<file path="src/rtl/t05_spi_pkg.sv">
// Shared types and constants for the SPI byte engine and its SD-card controller.
package t05_spi_pkg;

  typedef enum logic [2:0] {IDLE, SETUP, LOW, HIGH, DONE} spi_state_t;

  localparam int unsigned SPI_DATA_W_DEFAULT = 8;
  localparam logic        SPI_IDLE_MOSI      = 1'b1;

endpackage

</file>
<file path="src/rtl/t05_spi_byte_engine.sv">
// SPI mode-0 master byte engine driven by a divider half-period strobe.
// Optional T05_SPI_LOOPBACK_EN adds a loopback input that samples mosi instead of miso.
module t05_spi_byte_engine
  import t05_spi_pkg::*;
#(
  parameter int unsigned DATA_W         = SPI_DATA_W_DEFAULT,
  parameter int unsigned CS_SETUP_TICKS = 1
) (
  input  logic              clk,
  input  logic              nrst,
  input  logic              half_tick,
  input  logic              start,
  input  logic [DATA_W-1:0] tx_byte,
  input  logic              cs_hold,
  input  logic              cs_release,
  input  logic              miso,
`ifdef T05_SPI_LOOPBACK_EN
  input  logic              loopback,
`endif
  output logic              sclk,
  output logic              mosi,
  output logic              cs_n,
  output logic [DATA_W-1:0] rx_byte,
  output logic              rx_valid,
  output logic              ready
);

  localparam int unsigned CNT_W = $clog2(DATA_W + 1);

  spi_state_t        state_q, state_d;
  logic              sclk_q, sclk_d;
  logic              mosi_q, mosi_d;
  logic              cs_n_q, cs_n_d;
  logic [DATA_W-1:0] rx_byte_q, rx_byte_d;
  logic              rx_valid_q, rx_valid_d;
  logic [DATA_W-1:0] tx_sr_q, tx_sr_d;
  logic [DATA_W-1:0] rx_sr_q, rx_sr_d;
  logic [CNT_W-1:0]  bit_cnt_q, bit_cnt_d;
  logic [3:0]        setup_cnt_q, setup_cnt_d;
  logic              cs_hold_q, cs_hold_d;
  logic              sample_bit;

`ifdef T05_SPI_LOOPBACK_EN
  assign sample_bit = loopback ? mosi_q : miso;
`else
  assign sample_bit = miso;
`endif

  always_comb begin
    state_d     = state_q;
    sclk_d      = sclk_q;
    mosi_d      = mosi_q;
    cs_n_d      = cs_n_q;
    rx_byte_d   = rx_byte_q;
    rx_valid_d  = 1'b0;
    tx_sr_d     = tx_sr_q;
    rx_sr_d     = rx_sr_q;
    bit_cnt_d   = bit_cnt_q;
    setup_cnt_d = setup_cnt_q;
    cs_hold_d   = cs_hold_q;

    case (state_q)
      IDLE: begin
        sclk_d = 1'b0;
        if (start) begin
          tx_sr_d   = tx_byte;
          cs_hold_d = cs_hold;
          bit_cnt_d = CNT_W'(DATA_W);
          rx_sr_d   = '0;
          mosi_d    = tx_byte[DATA_W-1];
          if (!cs_n_q) begin
            state_d = LOW;
          end else begin
            cs_n_d      = 1'b0;
            setup_cnt_d = '0;
            state_d     = SETUP;
          end
        end else if (cs_release) begin
          cs_n_d = 1'b1;
        end
      end
      SETUP: begin
        if (half_tick) begin
          if (setup_cnt_q == 4'(CS_SETUP_TICKS - 1)) begin
            state_d = LOW;
          end else begin
            setup_cnt_d = setup_cnt_q + 4'd1;
          end
        end
      end
      LOW: begin
        if (half_tick) begin
          sclk_d  = 1'b1;
          rx_sr_d = {rx_sr_q[DATA_W-2:0], sample_bit};
          state_d = HIGH;
        end
      end
      HIGH: begin
        if (half_tick) begin
          sclk_d    = 1'b0;
          bit_cnt_d = bit_cnt_q - CNT_W'(1);
          if (bit_cnt_q == CNT_W'(1)) begin
            state_d = DONE;
          end else begin
            // mosi takes the bit that becomes the new MSB after this shift
            tx_sr_d = tx_sr_q << 1;
            mosi_d  = tx_sr_q[DATA_W-2];
            state_d = LOW;
          end
        end
      end
      DONE: begin
        rx_byte_d  = rx_sr_q;
        rx_valid_d = 1'b1;
        mosi_d     = SPI_IDLE_MOSI;
        cs_n_d     = ~cs_hold_q;
        state_d    = IDLE;
      end
      default: state_d = IDLE;
    endcase
  end

  always_ff @(posedge clk or negedge nrst) begin
    if (!nrst) begin
      state_q     <= IDLE;
      sclk_q      <= 1'b0;
      mosi_q      <= SPI_IDLE_MOSI;
      cs_n_q      <= 1'b1;
      rx_byte_q   <= '0;
      rx_valid_q  <= 1'b0;
      tx_sr_q     <= '0;
      rx_sr_q     <= '0;
      bit_cnt_q   <= '0;
      setup_cnt_q <= '0;
      cs_hold_q   <= 1'b0;
    end else begin
      state_q     <= state_d;
      sclk_q      <= sclk_d;
      mosi_q      <= mosi_d;
      cs_n_q      <= cs_n_d;
      rx_byte_q   <= rx_byte_d;
      rx_valid_q  <= rx_valid_d;
      tx_sr_q     <= tx_sr_d;
      rx_sr_q     <= rx_sr_d;
      bit_cnt_q   <= bit_cnt_d;
      setup_cnt_q <= setup_cnt_d;
      cs_hold_q   <= cs_hold_d;
    end
  end

  assign sclk     = sclk_q;
  assign mosi     = mosi_q;
  assign cs_n     = cs_n_q;
  assign rx_byte  = rx_byte_q;
  assign rx_valid = rx_valid_q;
  assign ready    = (state_q == IDLE);

endmodule

</file>
<file path="config.mk">
export PLATFORM = sky130hd
export DESIGN_NAME = t05_spi_byte_engine
export DESIGN_NICKNAME = d
export VERILOG_FILES = /design/src/rtl/t05_spi_pkg.sv /design/src/rtl/t05_spi_byte_engine.sv
export SDC_FILE = /design/constraint.sdc
export NUM_CORES = 1
export LEC_CHECK = 0
export CAP_MARGIN = 0
export CORE_UTILIZATION = 49
export CTS_CLUSTER_SIZE = 14
export DETAILED_ROUTE_END_ITERATION = 8
export PLACE_DENSITY = 0.75
export SLEW_MARGIN = 30
export SYNTH_ARGS = -nofsm -noshare
export SYNTH_HDL_FRONTEND = slang
export SYNTH_SLANG_ARGS = --single-unit
</file>
<file path="constraint.sdc">
create_clock -name clk -period 1.41 [get_ports clk]
set_clock_uncertainty 0.05 [all_clocks]
set_input_delay 0.423 -clock clk [delete_from_list [all_inputs] [get_ports clk]]
set_output_delay 0.423 -clock clk [all_outputs]
set_load 0.02 [all_outputs]
</file>
==> results by group <==
Synthesis
  • Ys flop type: dfrtp_1
  • Mapped Nets: 199
  • YS warnings: 0
  • Cell taking the most area after synthesis: dfrtp_1
  • Avg Inst Size Synth: 11.3 um^2
  • Yosys top cell area share: 0.455
  • Most frequent cells after synthesis: dfrtp_1, inv_1, mux2i_1
  • Cell Area, Synth: 0.00203 mm^2
  • Yosys cell types: 51
  • Sequential area share after synthesis: 0.481
  • Async S/R FF share, synth: 1.00
  • Top post-synthesis cells by area: dfrtp_1, mux2i_1, mux2_2
  • Syn Inst Count: 180
  • Most numerous cell in the Yosys netlist: dfrtp_1
  • Post-synth EDFFs: 0
  • Post-synthesis sequential element count: 39

Floorplan
  • Top-Level Pins: 28
  • Row count: 23
  • Die area: 0.00441 mm^2
  • Die height: 66.4 um
  • Die X: 66.4 um
  • Core area: 0.00400 mm^2
  • Starting Density: 0.509

Clock tree
  • CTS tree: built
  • Max clock buf depth: 2
  • CTS Sinks: 39
  • Clock Latency Late Sink: 0.29 ns
  • H-Tree Level Count: 2
  • Clock-pin slew on the worst setup and hold paths: 0.07 ns
  • CTS Buf Count: 5
  • Root Buffer: clkbuf_8

Critical path
  • Critical Path RT: 1.52 ns
  • CP Data Arrival Time: 1.78 ns
  • Startpoint types: flop
  • Worst-path cell chain: inv_2, ha_4, or3b_4, buf_12, a32oi_1, o2bb2ai_1
  • Slowest CP cell: or3b_4
  • CP max stage delay: 0.43 ns
  • Crit-path max FO: 6
  • Crit path kind: reg2reg
  • CP Capture Type: flop

Drt
  • DR pass1 iterations: 4
  • Via count: 1733
  • DR iter-0 viols: 62
  • Total Wirelength: 5890 um
  • Drt drc: 0
  • Vias/cell: 5.57
  • DRT antenna net count: 0
  • Wirelength per Cell: 18.9 um

Layout
  • Final std cells w/o fill: 311
  • Area grow syn2layout: 54.6%
  • Nets@finish: 280
  • Ant. Diodes: 0
  • Layout cells sized above 1: 0.506
  • Reg area: 981 um^2
  • Filler cell count: 230
  • Multi-input logic area: 0.00116 mm^2

Global routing
  • First-pass GRT wire length: 8010 um
  • Initial antenna violation count: 0
  • Largest net degree at the start of global routing: 40
  • All-layer global routing usage: 0.250
  • Vias in the first global route: 1671
  • Global route overflow: 0

STA
  • Tcrit/Tclk final: 1.18
  • RSZ-0062 raised after global routing: true
  • Final Max Slew Viols: 0
  • Worst slew margin: 0.774
  • Max frequency: 601 MHz
  • # setup viols final: 41
  • Least-Margin Pin Slew: 0.339 ns
  • Final Hold Viols: 0
  • Setup tns final: -5.62 ns
  • Clock period minus worst slack: 1.66 ns
  • Setup ws final: -0.254 ns

Pwr
  • Comb pwr share: 0.582
  • Sw Pwr: 2240 uW
  • Switching share of total power: 0.377
  • Reg power frac: 0.293
  • Clk pwr share: 0.125
  • Leakage power: 0.00143 uW
  • P per Cell Area: 1890 mW/mm^2
  • Pint: 3710 uW
  • Max IR drop VDD: 0.00131 V

Min path
  • Hold crit path type: in2async

Flow run
  • MaxCap Viol Count: 0

Placed design
  • Post-placement cell count: 278
  • PortBufs: 27
  • GPL Wtd Cong: 0.816
  • HPWL Detailed: 3210 um

Outcome
  • Status: finished, violations left
  • Violated checks: negative setup slack
-- per-layer routing --
| layer | global-route usage | routed length, um |
|---|---|---|
| met5 | 0 | 0 |
| met4 | 0.0745 | 161 |
| met1 | 0.299 | 2360 |
| met2 | 0.440 | 3190 |
| met3 | 0.0586 | 170 |
-- what timing repair did --
| action | in CTS | in global routing |
|---|---|---|
| buffers inserted | 8 | 16 |
| cloned | 0 | 3 |
| resized for setup | 67 | 38 |
| setup endpoints to repair | 49 | 44 |
| hold buffers | 0 | 0 |
| pin swaps | 3 | 14 |
-- cells in the final DEF, fill, tap and decap left out, types with 3 or more instances in the layout --
cell type        instances
inv_1                   12
and2_1                   6
dfrtp_1                 35
buf_12                   6
mux2i_1                  9
and2_4                   3
buf_4                   43
nand3_1                  5
buf_2                    9
nor2_1                   5
a32oi_2                  5
clkdlybuf4s50_1         11
clkbuf_8                 6
ha_1                     3
nand2_1                 11
a21oi_1                  3
buf_6                   10
mux2_4                   9
o2bb2ai_1                4
-- worst paths after layout --
check / endpoint / cells after the start / startpoint / slack (ns)
min in group clk: tx_sr_q[1] / 1 / tx_sr_q[1] / 0.44
max in group asynchronous: mosi / 2 / nrst / 1.01
min reg2reg: tx_sr_q[1] / 1 / tx_sr_q[1] / 0.44
max: tx_sr_q[2] / 6 / bit_cnt_q[1] / -0.25
max reg2reg: tx_sr_q[2] / 6 / bit_cnt_q[1] / -0.25
min: bit_cnt_q[0] / 2 / nrst / 0.04
-- through the flow --
stage | util | setup slack (ns) | area (um^2) | power [uW] | hold WS (ns)
final | 0.786 | -0.254 | 3150 | 5950 | 0.0385
after global routing | 0.786 | -0.279 | 3150 | 6280 | 0.0524
after detailed placement | 0.655 | -0.503 | 2620 | 4080 | 0.356
after floorplan | - | -0.0817 | 2130 | 3260 | 0.0774
after global placement | 0.655 | -0.477 | 2620 | 3960 | 0.352
after CTS | 0.712 | -0.261 | 2850 | 5120 | 0.0468
-- kinds of logic (layout without fill, tap and decap cells) --
kind of cell	count (synthesis)	in the layout	synth area share
and+or+nand+nor	51	52	0.165
DFF	39	39	0.481
AOI/OAI and AO/OA	38	38	0.152
buffers and inverters	26	106	0.0646
muxes	21	21	0.109
adders and majority gates	4	4	0.0246
xor gates and xnor gates	1	1	0.00431
-- final cells by class --
class,instances,area share
clock buffers,6,0.0263
clock inverters,1,0.00159
inverters,14,0.0167
multi-input cells,116,0.368
flip-flops and latches,39,0.312
well taps,50,0.0199
repair buffers,85,0.256
-- worst max-delay path, delay by kind of cell (launching register included) --
| family | cells | cell delay (ns) |
|---|---|---|
| AO/OA/AOI/OAI | 2 | 0.32 |
| adder cells (fa/ha/maj) | 1 | 0.12 |
| buffers and inverters | 2 | 0.24 |
| flip-flops | 1 | 0.39 |
| AND/OR/NAND/NOR | 1 | 0.43 |
-- power by group through the flow --
stage / Sequential [uW] / Combinational (uW) / Clock, uW
after global placement: 1690 / 2270 / 0
after CTS: 1710 / 2650 / 762
after detailed placement: 1710 / 2370 / 0
after floorplan: 1730 / 1530 / 0
final: 1740 / 3460 / 746
after global routing: 1780 / 3680 / 819
-- registers in the layout (all words and copies together), names as in the netlist, 3 cells and up --
register,flops
state_q,3
rx_sr_q,8
setup_cnt_q,4
bit_cnt_q,4
tx_sr_q,7
rx_byte,8
Note: power is estimated with default switching activity, not from simulation.
==> edit: new RTL, same settings <==
Take the reset off `tx_sr_q` and load it in a clocked block of its own.
--- a/src/rtl/t05_spi_byte_engine.sv
+++ b/src/rtl/t05_spi_byte_engine.sv
@@ -130,3 +130,2 @@
       rx_valid_q  <= 1'b0;
-      tx_sr_q     <= '0;
       rx_sr_q     <= '0;
@@ -142,3 +141,2 @@
       rx_valid_q  <= rx_valid_d;
-      tx_sr_q     <= tx_sr_d;
       rx_sr_q     <= rx_sr_d;
@@ -148,2 +146,6 @@
     end
+  end
+
+  always_ff @(posedge clk) begin
+    tx_sr_q <= tx_sr_d;
   end
Formal check against the unedited RTL: no difference found for any inputs over 10 cycles, from zero or initial values and one cycle with nrst low; that may be too few to reach the edited logic, so the function may still have changed.
==> edit against the original RTL <==
The run still ends with setup timing left; area after synthesis fell by 6.0%; sequential power rose by 10%; global-route usage rose by 5.7 points; sequential cell count did not move; critical path depth fell by 1; setup slack improved by 0.027 ns; routed wire length rose by 4.7%; design area fell by 1.4%; total power rose by 5.6%; clock power rose by 16%; critical path type unchanged; highest routed layer unchanged.
==> edit: results (changes against the original RTL) <==
| Metric | Value |
|---|---|
| DR WL met2 | 3.23 mm (+1.3%) |
| Vias in the first global route | 1,866 (+12%) |
| DR iter-0 viols | 85 (+37%) |
| Final setup vio count | 46 (+12%) |
| Worst hold path class | register to register |
| Library cells used by synthesis | 48 (-5.9%) |
| Comb power frac | 0.556 (-0.026) |
| Largest net degree at the start of global routing | 33 (-18%) |
| Top cells by area, synth | dfrtp_1, edfxtp_1, mux2_2, nand2_1, a22o_1 |
| PostCTS Resize Cnt | 119 (+78%) |
| Max stage delay on crit path | 0.41 ns (-0.02 ns) |
| Seq/Total Area, Yosys | 0.530 (+0.0488) |
| Post-synth EDFFs | 7 (+7) |
| Status | finished with violations |
| R2R depth | 5 (-1) |
| Gr usage total | 0.307 (+0.0571) |
| Final wirelength | 6.16 mm (+4.7%) |
| Pre-CTS WS | -0.725 ns (-0.222 ns) |
| Setup ws final | -0.227 ns (+0.0272 ns) |
| Failing checks | setup timing |
| Post-DR vias/cell | 5.73 (+2.7%) |
| Hold Slack | 0.416 ns (+0.378 ns) |
| Final net count | 272 (-2.9%) |
| Slew HR | 0.771 (-0.00303) |
| Switching Power | 0.00234 W (+4.3%) |
| Post-CTS setup buffers | 25 (+17) |
| Lkg Pwr | 1.47 nW (+2.4%) |
[edit: final cells by class]
type,instances,area [um2]
fill,184,614
inverter,9,36.3
sequential,39,1020
tap,48,60.1
clock buffer,6,93.8
clock inverter,2,13.8
timing repair buffer,90,857
multi-input combinational,108,1020
[edit: cell families (layout without fill, tap and decap cells)]
| family | count (synthesis) | in the layout | synth area share |
|---|---|---|---|
| buffers and inverters | 19 | 107 | 0.0582 |
| DFF | 39 | 39 | 0.530 |
| and+or+nand+nor | 55 | 55 | 0.173 |
| xor gates and xnor gates | 1 | 1 | 0.00458 |
| muxes | 13 | 13 | 0.0739 |
| AOI/OAI and AO/OA | 35 | 35 | 0.134 |
| adders and majority gates | 4 | 4 | 0.0262 |
[edit: per-stage QoR]
step           power, W  utilization  setup TNS (ns)  instances  instance area, um2
2_1_floorplan   0.00323            -           -1.52        166                1960
3_3_place_gp    0.00390        0.662          -19.49        261                2460
3_5_place_dp    0.00403        0.662          -21.03        261                2460
4_1_cts         0.00575        0.818           -5.68        295                3040
5_1_grt         0.00657        0.835           -8.61        302                3100
6_report        0.00629        0.835           -7.14        302                3100
[edit: worst max-delay path by stage]
stage / startpoint / endpoint / cells past startpoint
6_report: bit_cnt_q[1] / mosi / 5
5_1_grt: setup_cnt_q[0] / setup_cnt_q[0] / 6
4_1_cts: setup_cnt_q[0] / setup_cnt_q[3] / 5
3_5_place_dp: half_tick / tx_sr_q[5] / 4
3_3_place_gp: half_tick / tx_sr_q[3] / 4
2_1_floorplan: setup_cnt_q[0] / setup_cnt_q[2] / 5
[edit: per-layer routing]
metal / global-route usage / vias to the layer above
met1: 0.362 / 871
met5: 0 / -
met4: 0.111 / 0
met3: 0.0581 / 22
met2: 0.551 / 68
li1: - / 768
